<file path="config.mk">
export PLATFORM = sky130hd
export DESIGN_NAME = fetch_queue_flat
export DESIGN_NICKNAME = d
export VERILOG_FILES = /design/src/rtl/fetch_queue_if.sv /design/src/rtl/fetch_queue.sv /design/src/flat_wrapper.sv
export SDC_FILE = /design/constraint.sdc
export NUM_CORES = 1
export LEC_CHECK = 0
export ABC_AREA = 1
export BUFFER_PORTS_ARGS = -buffer_cell sky130_fd_sc_hd__buf_2
export CAP_MARGIN = 25
export CELL_PAD_IN_SITES_DETAIL_PLACEMENT = 0
export CELL_PAD_IN_SITES_GLOBAL_PLACEMENT = 1
export CORE_MARGIN = 2
export CORE_UTILIZATION = 46
export DETAILED_ROUTE_END_ITERATION = 10
export HOLD_SLACK_MARGIN = 0.06
export PLACE_DENSITY = 0.93
export SYNTH_ARGS = -nofsm -noshare
export SYNTH_HDL_FRONTEND = slang
export SYNTH_SLANG_ARGS = --single-unit
</file>
<file path="constraint.sdc">
create_clock -name clk -period 3.3 [get_ports clk]
set_input_delay 0.33 -clock clk [delete_from_list [all_inputs] [get_ports clk]]
set_output_delay 0.33 -clock clk [all_outputs]
set_load 0.03 [all_outputs]
</file>
<file path="src/rtl/fetch_queue_if.sv">
// Fetch-queue bundle: instruction-memory request/response, redirect, scheduler freezes and issue pair.
// master = fetch_queue side, slave = memory/scheduler side.
interface fetch_queue_if #(
    parameter int DEPTH = 8
);
    localparam int CW = $clog2(DEPTH + 1);

    logic          mem_req;
    logic [31:0]   mem_addr;
    logic          mem_rvalid;
    logic [31:0]   mem_rdata;
    logic          redirect;
    logic [31:0]   redirect_pc;
    logic          freeze1;
    logic          freeze2;
    logic [31:0]   instruction0;
    logic [31:0]   instruction1;
    logic          valid0;
    logic          valid1;
    logic          nothing_filled;
    logic [CW-1:0] count;

    modport master (
        output mem_req, mem_addr, instruction0, instruction1,
               valid0, valid1, nothing_filled, count,
        input  mem_rvalid, mem_rdata, redirect, redirect_pc, freeze1, freeze2
    );

    modport slave (
        input  mem_req, mem_addr, instruction0, instruction1,
               valid0, valid1, nothing_filled, count,
        output mem_rvalid, mem_rdata, redirect, redirect_pc, freeze1, freeze2
    );
endinterface

</file>
<file path="src/rtl/fetch_queue.sv">
// Sequential instruction fetch into a circular buffer, presenting the two oldest words as an issue pair.
// Latency: request registered one edge after IDLE decision; pushed word visible on the issue slots the edge after rvalid.
// Backpressure: fetch stalls while the buffer is full; freeze1/freeze2 throttle retirement; redirect flushes.
module fetch_queue #(
    parameter int          DEPTH    = 8,
    parameter logic [31:0] RESET_PC = 32'h0000_0000,
    parameter logic [31:0] NOP      = 32'h0000_0013
) (
    input  logic           clk,
    input  logic           rst,
    fetch_queue_if.master  fq
);
    localparam int PW = (DEPTH > 1) ? $clog2(DEPTH) : 1;
    localparam int CW = $clog2(DEPTH + 1);

    typedef enum logic [1:0] {
        IDLE,
        WAIT,
        DISCARD
    } state_t;

    state_t        state, state_nxt;
    logic [31:0]   pc;
    logic [31:0]   mem_addr;
    logic          mem_req;
    logic [PW-1:0] rd_ptr, wr_ptr, rd_ptr1;
    logic [CW-1:0] count;
    logic [31:0]   buf_mem [DEPTH];

    logic          issue;
    logic          push;
    logic [CW-1:0] want_n;
    logic [CW-1:0] pop_n;

    always_comb begin
        state_nxt = state;
        issue     = 1'b0;
        push      = 1'b0;
        want_n    = fq.freeze1 ? '0 : (fq.freeze2 ? CW'(1) : CW'(2));
        pop_n     = (want_n > count) ? count : want_n;

        if (fq.redirect) begin
            // An in-flight request must still be drained, so it is tracked in DISCARD.
            case (state)
                WAIT, DISCARD: state_nxt = fq.mem_rvalid ? IDLE : DISCARD;
                default:       state_nxt = IDLE;
            endcase
        end else begin
            case (state)
                IDLE: begin
                    if (count < CW'(DEPTH)) begin
                        issue     = 1'b1;
                        state_nxt = WAIT;
                    end
                end
                WAIT: begin
                    if (fq.mem_rvalid) begin
                        push      = 1'b1;
                        state_nxt = IDLE;
                    end
                end
                DISCARD: begin
                    if (fq.mem_rvalid) begin
                        state_nxt = IDLE;
                    end
                end
                default: state_nxt = IDLE;
            endcase
        end
    end

    always_ff @(posedge clk or negedge rst) begin
        if (!rst) begin
            state <= IDLE;
        end else begin
            state <= state_nxt;
        end
    end

    always_ff @(posedge clk or negedge rst) begin
        if (!rst) begin
            pc       <= RESET_PC;
            mem_addr <= RESET_PC;
            mem_req  <= 1'b0;
            rd_ptr   <= '0;
            wr_ptr   <= '0;
            count    <= '0;
        end else begin
            mem_req <= issue;
            if (fq.redirect) begin
                pc     <= fq.redirect_pc;
                rd_ptr <= '0;
                wr_ptr <= '0;
                count  <= '0;
            end else begin
                if (issue) begin
                    mem_addr <= pc;
                    pc       <= pc + 32'd4;
                end
                if (push) begin
                    wr_ptr <= wr_ptr + PW'(1);
                end
                rd_ptr <= rd_ptr + PW'(pop_n);
                count  <= count + CW'(push) - pop_n;
            end
        end
    end

    // Storage is deliberately left unreset; occupancy alone qualifies the slots.
    always_ff @(posedge clk) begin
        if (push) begin
            buf_mem[wr_ptr] <= fq.mem_rdata;
        end
    end

    assign rd_ptr1 = rd_ptr + PW'(1);

    assign fq.mem_req        = mem_req;
    assign fq.mem_addr       = mem_addr;
    assign fq.count          = count;
    assign fq.valid0         = (count != '0);
    assign fq.valid1         = (count >= CW'(2));
    assign fq.nothing_filled = (count == '0);
    assign fq.instruction0   = fq.valid0 ? buf_mem[rd_ptr]  : NOP;
    assign fq.instruction1   = fq.valid1 ? buf_mem[rd_ptr1] : NOP;
endmodule

</file>
<file path="src/flat_wrapper.sv">
// flat-port wrapper written by rule: the top's interface ports become plain ports
module fetch_queue_flat 
#(
    parameter int          DEPTH    = 8,
    parameter logic [31:0] RESET_PC = 32'h0000_0000,
    parameter logic [31:0] NOP      = 32'h0000_0013
)
  (clk, rst, fq_mem_req, fq_mem_addr, fq_instruction0, fq_instruction1, fq_valid0, fq_valid1, fq_nothing_filled, fq_count, fq_mem_rvalid, fq_mem_rdata, fq_redirect, fq_redirect_pc, fq_freeze1, fq_freeze2);
  fetch_queue_if #(.DEPTH(DEPTH)) fq_i ();
  input  logic clk;
  input  logic rst;
  output wire logic [$bits(fq_i.mem_req)-1:0] fq_mem_req;
  output wire logic [$bits(fq_i.mem_addr)-1:0] fq_mem_addr;
  output wire logic [$bits(fq_i.instruction0)-1:0] fq_instruction0;
  output wire logic [$bits(fq_i.instruction1)-1:0] fq_instruction1;
  output wire logic [$bits(fq_i.valid0)-1:0] fq_valid0;
  output wire logic [$bits(fq_i.valid1)-1:0] fq_valid1;
  output wire logic [$bits(fq_i.nothing_filled)-1:0] fq_nothing_filled;
  output wire logic [$bits(fq_i.count)-1:0] fq_count;
  input wire logic [$bits(fq_i.mem_rvalid)-1:0] fq_mem_rvalid;
  input wire logic [$bits(fq_i.mem_rdata)-1:0] fq_mem_rdata;
  input wire logic [$bits(fq_i.redirect)-1:0] fq_redirect;
  input wire logic [$bits(fq_i.redirect_pc)-1:0] fq_redirect_pc;
  input wire logic [$bits(fq_i.freeze1)-1:0] fq_freeze1;
  input wire logic [$bits(fq_i.freeze2)-1:0] fq_freeze2;
  assign fq_mem_req = fq_i.mem_req;
  assign fq_mem_addr = fq_i.mem_addr;
  assign fq_instruction0 = fq_i.instruction0;
  assign fq_instruction1 = fq_i.instruction1;
  assign fq_valid0 = fq_i.valid0;
  assign fq_valid1 = fq_i.valid1;
  assign fq_nothing_filled = fq_i.nothing_filled;
  assign fq_count = fq_i.count;
  assign fq_i.mem_rvalid = fq_mem_rvalid;
  assign fq_i.mem_rdata = fq_mem_rdata;
  assign fq_i.redirect = fq_redirect;
  assign fq_i.redirect_pc = fq_redirect_pc;
  assign fq_i.freeze1 = fq_freeze1;
  assign fq_i.freeze2 = fq_freeze2;
  fetch_queue #(.DEPTH(DEPTH), .RESET_PC(RESET_PC), .NOP(NOP)) u_core (.clk(clk), .rst(rst), .fq(fq_i));
endmodule
</file>
# Yosys cells after proc, flatten, opt, wreduce, memory -nomap -nowiden
# Memory sizes are Yosys's and may differ from the RTL's.
# Index checks and enable logic that the tools add are counted.
# totals
input_bits,70
out_inout_bits,104
ram_bits,256
elab_cells,55
memories,1
register_bits,77
# op_classes
n_bitwise,1
reduce_logical,8
eq_ne,4
n_mux,25
n_addsub,6
order_cmp,3
# memory_table
name,depth,word_bits,rd,rd_clocked_by_memory_dff,write_ports,line,source
u_core.buf_mem,8,32,2,0,1,fetch_queue.sv:28,logic [31:0] buf_mem [DEPTH];
# ops
op,n
$mux 32,4
$add 32x3->32 const B,1
$mux 2,6
$mux 4,3
$mux 3,3
$mux 1,8
$add 3x1->3 const B,2
$add 4x1->4,1
$ge 4x2->1 const B,1
$gt 4x4->1,1
$logic_not 4->1,1
$lt 4x4->1 const B,1
$pmux 2 s2,1
$reduce_and 2->1,2
$reduce_bool 2->1,2
$reduce_bool 4->1,1
$sub 4x4->4,1
$add 3x3->3,1
$ne 3x1->1 const B,1
$ne 3x2->1 const B,1
$eq 2x1->1 const B,1
$eq 2x2->1 const B,1
$logic_not 2->1,1
$reduce_or 2->1,1
$not 1->1,1

# Logic depth before layout (Yosys ltp)
# Gate-level depths: netlist of run 1.
# depth
ltp_word,6
depth_mapped,14
ltp_nobuf,14

# Least setup slack after synthesis of run 1
# No wires, ideal clock.
# synth_timing
path_type,register to output
from,"register u_core.count[3], in the netlist u_core.fq.count[3]"
to,output fq_instruction0[25]
required_time_ps,2970
path_buffers,1
path_slack_ps,489
stages_incl_launch_ff,11
arrival_time_ps,2481
path_cell_list,dfrtp_1 > inv_1 > ha_1 > inv_1 > nor2_1 > inv_1 > nor2_1 > inv_1 > buf_2 > nand2_1 > a31oi_1
# synth_between
elab_chain_len,2
# synth_rtl
item,line,source
"start, declared",fetch_queue.sv:27,logic [CW-1:0] count;
"start signal, assigned",fetch_queue.sv:104,count <= count + CW'(push) - pop_n;
$reduce_bool 4->1,fetch_queue.sv:121,assign fq.valid0 = (count != '0);
via fq_valid0,flat_wrapper.sv:16,output wire logic [$bits(fq_i.valid0)-1:0] fq_valid0;
$mux 32,fetch_queue.sv:124,assign fq.instruction0 = fq.valid0 ? buf_mem[rd_ptr] : NOP;
"end, declared",flat_wrapper.sv:14,output wire logic [$bits(fq_i.instruction0)-1:0] fq_instruction0;
# The timed path passes the listed nets, and every way through them passes these cells.

# Final worst setup path of run 1
# layout_timing
from,register u_core.rd_ptr[0]
to,output fq_instruction1[26]
# layout_between
elab_chain_len,3
# layout_rtl
item,line,source
"start, declared",fetch_queue.sv:26,"logic [PW-1:0] rd_ptr, wr_ptr, rd_ptr1;"
"start signal, assigned",fetch_queue.sv:103,rd_ptr <= rd_ptr + PW'(pop_n);
$add 3x1->3,fetch_queue.sv:116,assign rd_ptr1 = rd_ptr + PW'(1);
$mem_v2 8x32,-,
$mux 32,fetch_queue.sv:125,assign fq.instruction1 = fq.valid1 ? buf_mem[rd_ptr1] : NOP;
"end, declared",flat_wrapper.sv:15,output wire logic [$bits(fq_i.instruction1)-1:0] fq_instruction1;
# Every way passes these cells.

==> flow_metrics.env, run 1 <==
export IMPL_outcome="finished clean"
export IMPL_drc=0
export IMPL_ys_async_sr_fraction_pct=23.1
export IMPL_fin_crit_sh_pct=97.0
export IMPL_routed_wl_mm=46.3
export IMPL_critical_path_endpoint_type="primary output"
export IMPL_synth_cell_type_count=37
export IMPL_synthesis_area_um2=16600
export IMPL_required_ps=2970
export IMPL_max_vdd_ir_drop_mv=0.742
export IMPL_start_kind="flip-flop"
export IMPL_syn_inst=1840
export IMPL_mostFrequentLayoutCells="nand2_1 (349), edfxtp_1 (256), nor2_1 (199)"
export IMPL_final_common_cell="nand2_1"
export IMPL_yosys_area_top_type="edfxtp_1"
export IMPL_grt_pass1_vias=13400
export IMPL_fmax_mhz=313
export IMPL_syn_nets=1926
export IMPL_path_max_fanout=93
export IMPL_syn_area_per_cell_um2=9.04
export IMPL_hold_class="primary input to flip-flop"
export IMPL_grt_use_total_pct=23.9
export IMPL_routedWlPerCell_um=18.7
export IMPL_antenna_found_initial=5
export IMPL_holdBufCountCts=23
export IMPL_syn2layout_area_growth_pct=17.1
export IMPL_clock_latency_ps=540
export IMPL_post_cts_buffers=0
export IMPL_path_clk_slew_ps=60
export IMPL_slew_viol_final=0
export IMPL_cts_tree="yes"
export IMPL_ys_warn_count=0
export IMPL_power_leakage_uw=0.00780
export IMPL_place_hpwl_mm=27.2
export IMPL_p_int_uw=10200
export IMPL_fp_dieArea_um2=37700
export IMPL_clock_root_buffer="clkbuf_16"
export IMPL_rsz0062_at_grt="no"
export IMPL_setup_violations=0
export IMPL_seq_power_share_pct=26.8
export IMPL_synth_ff_type="edfxtp_1"
export IMPL_seq_area_frac_synth_pct=57.8
export IMPL_via_per_inst=5.67
export IMPL_grt_max_degree=176
export IMPL_drv_cap=0
export IMPL_synth_top_cell_area_share_pct=46.2
export IMPL_cts_max_path_buffers=3
export IMPL_grt_pass1_wl_mm=71.6
export IMPL_vias=14100
export IMPL_synth_edf_count=256
export IMPL_initial_core_util_pct=46.7
export IMPL_power_density_nw_per_um2=1000
export IMPL_hold_viol_final=0
export IMPL_h_tree_depth=2
export IMPL_p_sw_uw=9320
export IMPL_ctsResizeCount=0
export IMPL_overflow=0
export IMPL_cts_made_buffers=37
export IMPL_switching_share_pct=47.7
export IMPL_drive_gt1_share_pct=16.1
export IMPL_cts_sinks=333
export IMPL_drtIter0Drc=1425
export IMPL_gp_congestion=0.840
export IMPL_die_height_um=194
export IMPL_rows=69
export IMPL_finalSetupTns_ps=0
export IMPL_crit_arrival_ps=2870
export IMPL_holdWs_ps=71.3
export IMPL_max_slew_margin_pct=40.2
export IMPL_ioPinCount=174
export IMPL_coreArea_um2=35600
export IMPL_first_pass_iters=6
export IMPL_fin_crit_ps=3200
export IMPL_io_buffers=173
export IMPL_netlist_top_cells_area="edfxtp_1 (46%), dfrtp_1 (12%), nand2_1 (7.9%)"
export IMPL_clock_skew_ps=27.4
export IMPL_pwr_share_clk_pct=20.6
export IMPL_ant_nets=0
export IMPL_worstMarginPinSlew_ps=896
export IMPL_nets=2081
export IMPL_crit_type="flip-flop to primary output"
export IMPL_die_x_um=194
export IMPL_synth_seq_cells=333
export IMPL_power_share_combinational_pct=52.5
-- metrics by stage --
step,util [%],power (µW),setup slack [ps],cells,area (µm²)
2_1_floorplan,-,12400,489,1840,16600
3_3_place_gp,50.7,15300,499,2393,18000
3_5_place_dp,50.7,15500,395,2393,18000
4_1_cts,54.7,19600,149,2479,19400
5_1_grt,54.8,20600,53.8,2483,19500
6_report,54.8,19500,100,2483,19500
-- registers in the layout (all words and copies together) (netlist names) --
signal              flops
u_core.pc              32
u_core.wr_ptr           3
u_core.rd_ptr           3
u_core.buf_mem        256
u_core.fq.mem_req       1
u_core.fq.mem_addr     32
u_core.fq.count         4
u_core.state            2
-- cells in the mapped netlist (14+ instances only) --
cell type / n
nand2_1: 349
nand3_1: 169
ha_1: 14
nor2_1: 209
clkbuf_1: 45
nor3_1: 31
edfxtp_1: 256
dfrtp_1: 77
or2_2: 29
buf_1: 19
o21ai_1: 19
inv_1: 131
a31oi_1: 31
a21oi_1: 145
buf_2: 40
o21ai_0: 197
-- cells by family after synthesis --
family,synth area share [%]
AND/OR/NAND/NOR,20.8
XOR/XNOR,0.414
flip-flops,57.8
AO/OA/AOI/OAI,13.4
buffers and inverters,6.35
adder cells (fa/ha/maj),1.29
-- layer usage --
layer | share of wire [%] | vias up | track usage (%)
met4 | 3.5 | 4 | 10.1
met3 | 8.2 | 127 | 3.98
met1 | 40 | 6621 | 30.4
met2 | 48 | 698 | 40.5
met5 | 0.047 | - | 0
li1 | - | 6627 | -
-- power by group through the flow --
stage	combinational, µW	clock, µW	sequential, µW
2_1_floorplan	6770	0	5640
3_3_place_gp	10000	0	5290
3_5_place_dp	10200	0	5310
4_1_cts	10200	4110	5230
5_1_grt	11100	4260	5290
6_report	10300	4030	5240
-- final cells by class --
class	count	area [µm²]
fill	3068	16100
sequential	333	9620
multi-input combinational	1255	6040
timing repair buffer	233	1550
clock buffer	47	1000
tap	461	577
inverter	135	512
clock inverter	16	174
antenna	3	7.51
-- worst paths after layout --
path | from | end | slack (ps) | cells after the start
worst min register to register | u_core.pc[0] | u_core.pc[0] | 460 | 2
worst max-delay path | u_core.rd_ptr[0] | fq_instruction1[26] | 100 | 7
min in group asynchronous | rst | u_core.fq.mem_addr[11] | 280 | 2
worst min-delay path | fq_mem_rdata[1] | u_core.buf_mem[2][1] | 70 | 1
worst max register to register | u_core.fq.count[1] | u_core.fq.count[2] | 490 | 12
max in group asynchronous | rst | u_core.rd_ptr[0] | 2400 | 3
-- worst max-delay path, stage by stage (launching register included) --
cell     delay, ps
dfrtp_4        520
ha_2           370
buf_12         400
o21ai_0        190
o21ai_1        170
a21oi_1         50
nor3_1         350
buf_2          280
Note: power is estimated with default switching activity, not from simulation.
==> inputs of run 2 (changes only) <==
==> constraint.sdc (replaced) <==
create_clock -name clk -period 3.3 [get_ports clk]
set_input_delay 0.33 -clock clk [delete_from_list [all_inputs] [get_ports clk]]
set_output_delay 0.33 -clock clk [all_outputs]
set_load 0.05 [all_outputs]
==> run 2 against run 1 <==
Net effect:
- highest routed layer unchanged
- global-route usage about the same
- critical path type unchanged
- final cell count about the same
- flip-flop and latch count unchanged
- clock power about the same
- critical endpoint is now fq_instruction1[2]
- routed wire length down 1.2%
==> flow_metrics.env, run 2 (synthesis gave the netlist of run 1 again) <==
export IMPL_rr_endpoint="u_core.fq.count[2]"
export IMPL_hold_depth=1
export IMPL_initial_core_util_pct=46.7
export IMPL_critPathBufInv=2
export IMPL_r2r_start="u_core.fq.count[1]"
export IMPL_first_pass_iters=5
export IMPL_cts_sinks=333
export IMPL_hold_path_end="u_core.buf_mem[1][18]"
export IMPL_finalSetupTns_ps=0
export IMPL_ioPinCount=174
export IMPL_syn2layout_area_growth_pct=18.7
export IMPL_mostFrequentLayoutCells="nand2_1 (349), edfxtp_1 (256), nor2_1 (198)"
export IMPL_die_x_um=194
export IMPL_gp_congestion=0.855
export IMPL_clock_skew_ps=17.0
export IMPL_power_density_nw_per_um2=1100
export IMPL_drc=0
export IMPL_drv_cap=0
export IMPL_required_ps=2970
export IMPL_worstMarginPinSlew_ps=885
export IMPL_ant_nets=0
export IMPL_io_buffers=173
export IMPL_power_leakage_uw=0.00784
export IMPL_grt_max_degree=128
export IMPL_cts_made_buffers=36
export IMPL_routedWlPerCell_um=18.4
export IMPL_top_regs="u_core.buf_mem: 256 flops, u_core.fq.mem_addr: 32 flops, u_core.pc: 32 flops"
export IMPL_final_common_cell="nand2_1"
export IMPL_max_vdd_ir_drop_mv=1.03
export IMPL_vias=14000
export IMPL_crit_top_cell="o21ai_0"
export IMPL_antenna_found_initial=3
export IMPL_critical_path_endpoint_type="primary output"
export IMPL_fin_crit_ps=3140
export IMPL_clock_root_buffer="clkbuf_16"
export IMPL_largest_reg_flops=256
export IMPL_power_uw=21600
export IMPL_cp_cell_sequence="ha_4 -> buf_4 -> o21ai_0 -> o21ai_0 -> a21oi_1 -> nor3_1 -> clkbuf_4"
export IMPL_cpPeakStageDelay_ps=530
export IMPL_cts_tree="yes"
export IMPL_hold_viol_final=0
export IMPL_routed_wl_mm=45.8
export IMPL_critPathTopFamily="buffers and inverters"
export IMPL_h_tree_depth=2
export IMPL_r2r_cells=12
export IMPL_grt_pass1_vias=13600
export IMPL_fp_dieArea_um2=37700
export IMPL_r2r_setup_slack_ps=390
export IMPL_largest_register="u_core.buf_mem"
export IMPL_crit_slowest_cell="dfrtp_4"
export IMPL_die_height_um=194
export IMPL_rsz0062_at_grt="no"
export IMPL_min_from="fq_mem_rdata[18]"
export IMPL_crit_arrival_ps=2810
export IMPL_drive_gt1_share_pct=17.9
export IMPL_outcome="finished clean"
export IMPL_setup_violations=0
export IMPL_slew_viol_final=0
export IMPL_rows=69
export IMPL_max_slew_margin_pct=40.9
export IMPL_coreArea_um2=35600
export IMPL_fmax_mhz=319
export IMPL_via_per_inst=5.63
export IMPL_crit_type="flip-flop to primary output"
export IMPL_overflow=0
export IMPL_path_clk_slew_ps=60
export IMPL_cts_max_path_buffers=3
export IMPL_drtIter0Drc=1396
export IMPL_grt_pass1_wl_mm=71.5
export IMPL_start_kind="flip-flop"
export IMPL_grt_use_total_pct=23.9
export IMPL_fin_crit_sh_pct=95.0
export IMPL_place_hpwl_mm=27.5
export IMPL_nets=2081
export IMPL_path_max_fanout=19
export IMPL_hold_class="primary input to flip-flop"
export IMPL_clock_latency_ps=520
run 2: through the flow:
step | worst slack, ps | util, % | instances | cell area (µm²) | hold WS (ps)
floorplan | 69.0 | - | 1840 | 16800 | 34.4
global placement | 497 | 51.5 | 2396 | 18300 | 451
detailed placement | 386 | 51.5 | 2396 | 18300 | 458
CTS | 18.4 | 55.3 | 2479 | 19700 | 60.0
global route | 8.10 | 55.5 | 2481 | 19700 | 71.8
finish | 164 | 55.5 | 2482 | 19700 | 75.0
run 2: cell type report:
type	count	area [µm²]
diodes	1	2.50
flip-flops and latches	333	9620
inverters	135	512
well taps	461	577
fillers	3075	15800
clock buffers	42	955
multi-input cells	1255	6260
clock inverters	21	223
repair buffers	234	1590
run 2: worst max path at each step:
stage,depth (start not counted),end,from
after CTS,6,fq_instruction1[6],u_core.rd_ptr[0]
after global routing,7,fq_instruction1[7],u_core.rd_ptr[0]
after detailed placement,13,u_core.fq.count[2],fq_freeze1
after global placement,13,u_core.fq.count[2],fq_freeze1
after floorplan,10,fq_instruction0[25],u_core.fq.count[3]
final,7,fq_instruction1[2],u_core.rd_ptr[0]
run 2: worst reg2reg max path, cell delays in order, from the launching register on:
cell and delay [ps]:
dfrtp_1 400, inv_1 80, ha_1 320, inv_1 70, nor2_1 40, o21ai_0 460
a21oi_1 220, ha_1 330, inv_1 40, ha_1 210, fa_1 400, xnor2_1 180
nor2_1 50
run 2: power breakdown:
part	total [µW]	leakage [µW]	switching (µW)	internal, µW
registers	5240	0.00325	312	4920
logic	12400	0.00402	9200	3160
clock network	4040	0.000572	1650	2390
total	21600	0.00784	11200	10500
run 2: metal layers:
metal	vias up	routed length (µm)	global-route usage (%)
li1	6639	-	-
met1	6619	18500	30.5
met2	587	22000	40.0
met3	113	3930	5.06
met4	6	1400	9.01
met5	-	34	0
run 2: what timing repair did:
item	in CTS	in global routing
setup buffers	0	1
resized for setup	0	3
endpoints found under the setup margin	0	7
hold buffers	20	0
hold endpoints to repair	108	0
==> inputs of run 3 (changes only) <==
--- a/config.mk
+++ b/config.mk
@@ -11,10 +11,10 @@
 export CELL_PAD_IN_SITES_DETAIL_PLACEMENT = 0
 export CELL_PAD_IN_SITES_GLOBAL_PLACEMENT = 1
 export CORE_MARGIN = 2
-export CORE_UTILIZATION = 46
+export CORE_UTILIZATION = 49
 export DETAILED_ROUTE_END_ITERATION = 10
 export HOLD_SLACK_MARGIN = 0.06
-export PLACE_DENSITY = 0.93
+export PLACE_DENSITY = 0.95
 export SYNTH_ARGS = -nofsm -noshare
 export SYNTH_HDL_FRONTEND = slang
 export SYNTH_SLANG_ARGS = --single-unit
==> constraint.sdc (replaced) <==
create_clock -name clk -period 3.75 [get_ports clk]
set_input_delay 0.375 -clock clk [delete_from_list [all_inputs] [get_ports clk]]
set_output_delay 0.375 -clock clk [all_outputs]
set_load 0.05 [all_outputs]
==> run 3 against run 2 <==
Net effect:
- design area decreased by 2.8%
- non-clock buffer count shrank 20
- utilization up 1.9 points
- flip-flop and latch count did not move
- clock skew shrank 1.1 ps
==> flow_metrics.env, run 3 (synthesis gave the netlist of run 1 again) <==
export IMPL_outcome="finished clean"
export IMPL_critPathBufInv=2
export IMPL_die_height_um=188
export IMPL_mostFrequentLayoutCells="nand2_1 (349), edfxtp_1 (256), nor2_1 (199)"
export IMPL_required_ps=3380
export IMPL_critPathTopFamily="buffers and inverters"
export IMPL_hold_depth=3
export IMPL_fin_crit_ps=3470
export IMPL_path_max_fanout=40
export IMPL_power_leakage_uw=0.00768
export IMPL_ant_nets=0
export IMPL_crit_top_cell="o21ai_0"
export IMPL_r2r_setup_slack_ps=930
export IMPL_path_clk_slew_ps=60
export IMPL_io_buffers=173
export IMPL_placed_area_um2=18000
export IMPL_h_tree_depth=2
export IMPL_grt_pass1_wl_mm=70.5
export IMPL_grt_use_total_pct=25.0
export IMPL_gp_congestion=0.859
export IMPL_initial_core_util_pct=49.7
export IMPL_grt_util_met2_pct=41.9
export IMPL_worstMarginPinSlew_ps=1050
export IMPL_crit_arrival_ps=3100
export IMPL_fp_dieArea_um2=35400
export IMPL_r2r_cells=12
export IMPL_max_vdd_ir_drop_mv=0.565
export IMPL_final_common_cell="nand2_1"
export IMPL_r2r_start="u_core.fq.count[1]"
export IMPL_first_pass_iters=6
export IMPL_clock_root_buffer="clkbuf_16"
export IMPL_antenna_found_initial=5
export IMPL_fin_crit_sh_pct=92.6
export IMPL_nets=2062
export IMPL_max_slew_margin_pct=29.9
export IMPL_finalWorstSetupSlack_ps=279
export IMPL_drc=0
export IMPL_cp_depth=7
export IMPL_grt_max_degree=143
export IMPL_drtIter0Drc=1239
export IMPL_critical_path_endpoint_type="primary output"
export IMPL_grt_pass1_vias=13500
export IMPL_grtUsageMet3_pct=4.43
export IMPL_syn2layout_area_growth_pct=15.4
export IMPL_place_hpwl_mm=27.3
export IMPL_crit_type="flip-flop to primary output"
export IMPL_drive_gt1_share_pct=16.2
export IMPL_ctsResizeCount=0
export IMPL_power_density_nw_per_um2=958
export IMPL_drv_cap=0
export IMPL_finish_utilization_pct=57.3
export IMPL_cts_max_path_buffers=3
export IMPL_routedWlPerCell_um=18.5
export IMPL_top_regs="u_core.buf_mem: 256 flops, u_core.fq.mem_addr: 32 flops, u_core.pc: 32 flops"
export IMPL_holdBufCountCts=3
export IMPL_largest_register="u_core.buf_mem"
export IMPL_rr_endpoint="u_core.fq.count[2]"
export IMPL_vias=14000
export IMPL_cts_sinks=333
export IMPL_finalSetupTns_ps=0
export IMPL_largest_reg_flops=256
export IMPL_ioPinCount=174
export IMPL_top_usage_layer="met2"
export IMPL_place_ws_ps=780
export IMPL_start_kind="flip-flop"
export IMPL_slew_viol_final=0
export IMPL_routed_wl_mm=45.3
export IMPL_clock_skew_ps=15.9
export IMPL_rsz0062_at_grt="no"
export IMPL_cpPeakStageDelay_ps=610
export IMPL_hold_viol_final=0
export IMPL_post_cts_buffers=0
export IMPL_rows=67
export IMPL_clock_latency_ps=520
export IMPL_die_x_um=188
export IMPL_coreArea_um2=33400
export IMPL_cts_made_buffers=37
export IMPL_cts_tree="yes"
export IMPL_cp_cell_sequence="ha_4 -> buf_4 -> o21ai_0 -> o21ai_0 -> a21oi_1 -> nor3_1 -> buf_2"
export IMPL_hold_class="primary input to flip-flop"
export IMPL_hold_path_end="u_core.pc[5]"
export IMPL_overflow=0
export IMPL_crit_slowest_cell="ha_4"
export IMPL_min_from="fq_redirect_pc[5]"
export IMPL_setup_violations=0
export IMPL_fmax_mhz=288
export IMPL_fin_area_um2=19200
export IMPL_met1_usage_pct=32.6
export IMPL_via_per_inst=5.70
run 3: cell count changes in the layout (fill, tap and decap cells not counted), moves of 3 or more:
cell and change:
a31oi_1 +26, a31oi_2 -21, dlygate4sd3_1 -17, clkbuf_1 +8
a31oi_4 -5, bufinv_16 -4, buf_12 -3, buf_2 +3
run 3: through the flow:
step | hold WS (ps) | instances | power (µW)
floorplan | 79.4 | 1840 | 12300
global placement | 446 | 2381 | 14800
detailed placement | 453 | 2381 | 15000
CTS | 67.1 | 2451 | 18400
global route | 80.0 | 2453 | 19400
finish | 81.0 | 2454 | 18400
run 3: how the worst max path moves through the flow:
stage | slack [ps] | endpoint | startpoint
after global placement | 850 | u_core.fq.count[2] | fq_freeze1
after detailed placement | 780 | u_core.fq.count[2] | fq_freeze1
after CTS | 280 | fq_instruction1[5] | u_core.rd_ptr[0]
final | 280 | fq_instruction1[5] | u_core.rd_ptr[0]
after global routing | 130 | fq_instruction1[5] | u_core.rd_ptr[0]
after floorplan | 90 | fq_instruction0[25] | u_core.fq.count[3]
run 3: power by group:
group / total [µW] / internal (µW) / switching [µW]
clock network: 3370 / 1930 / 1440
logic: 10400 / 2550 / 7820
registers: 4630 / 4330 / 292
total: 18400 / 8810 / 9560
run 3: worst register-to-register path, stage by stage, from the launching register on:
cell,delay [ps]
dfrtp_1,400
inv_1,80
ha_1,310
inv_1,60
nor2_1,30
o21ai_0,430
a21oi_1,190
ha_1,330
inv_1,40
ha_1,210
fa_1,380
xnor2_1,170
nor2_1,70
run 3: layer usage:
layer | wire (µm) | share of wire [%]
met2 | 21800 | 48
met1 | 18300 | 40
met3 | 3750 | 8.3
met5 | 37 | 0.082
met4 | 1360 | 3.0
run 3: final cells by class:
cell class,instances,area [µm²]
flip-flops and latches,333,9620
fillers,2868,14300
inverters,135,512
repair buffers,214,1320
diodes,2,5.00
clock inverters,15,83.8
multi-input cells,1255,6050
well taps,448,561
clock buffers,52,1030
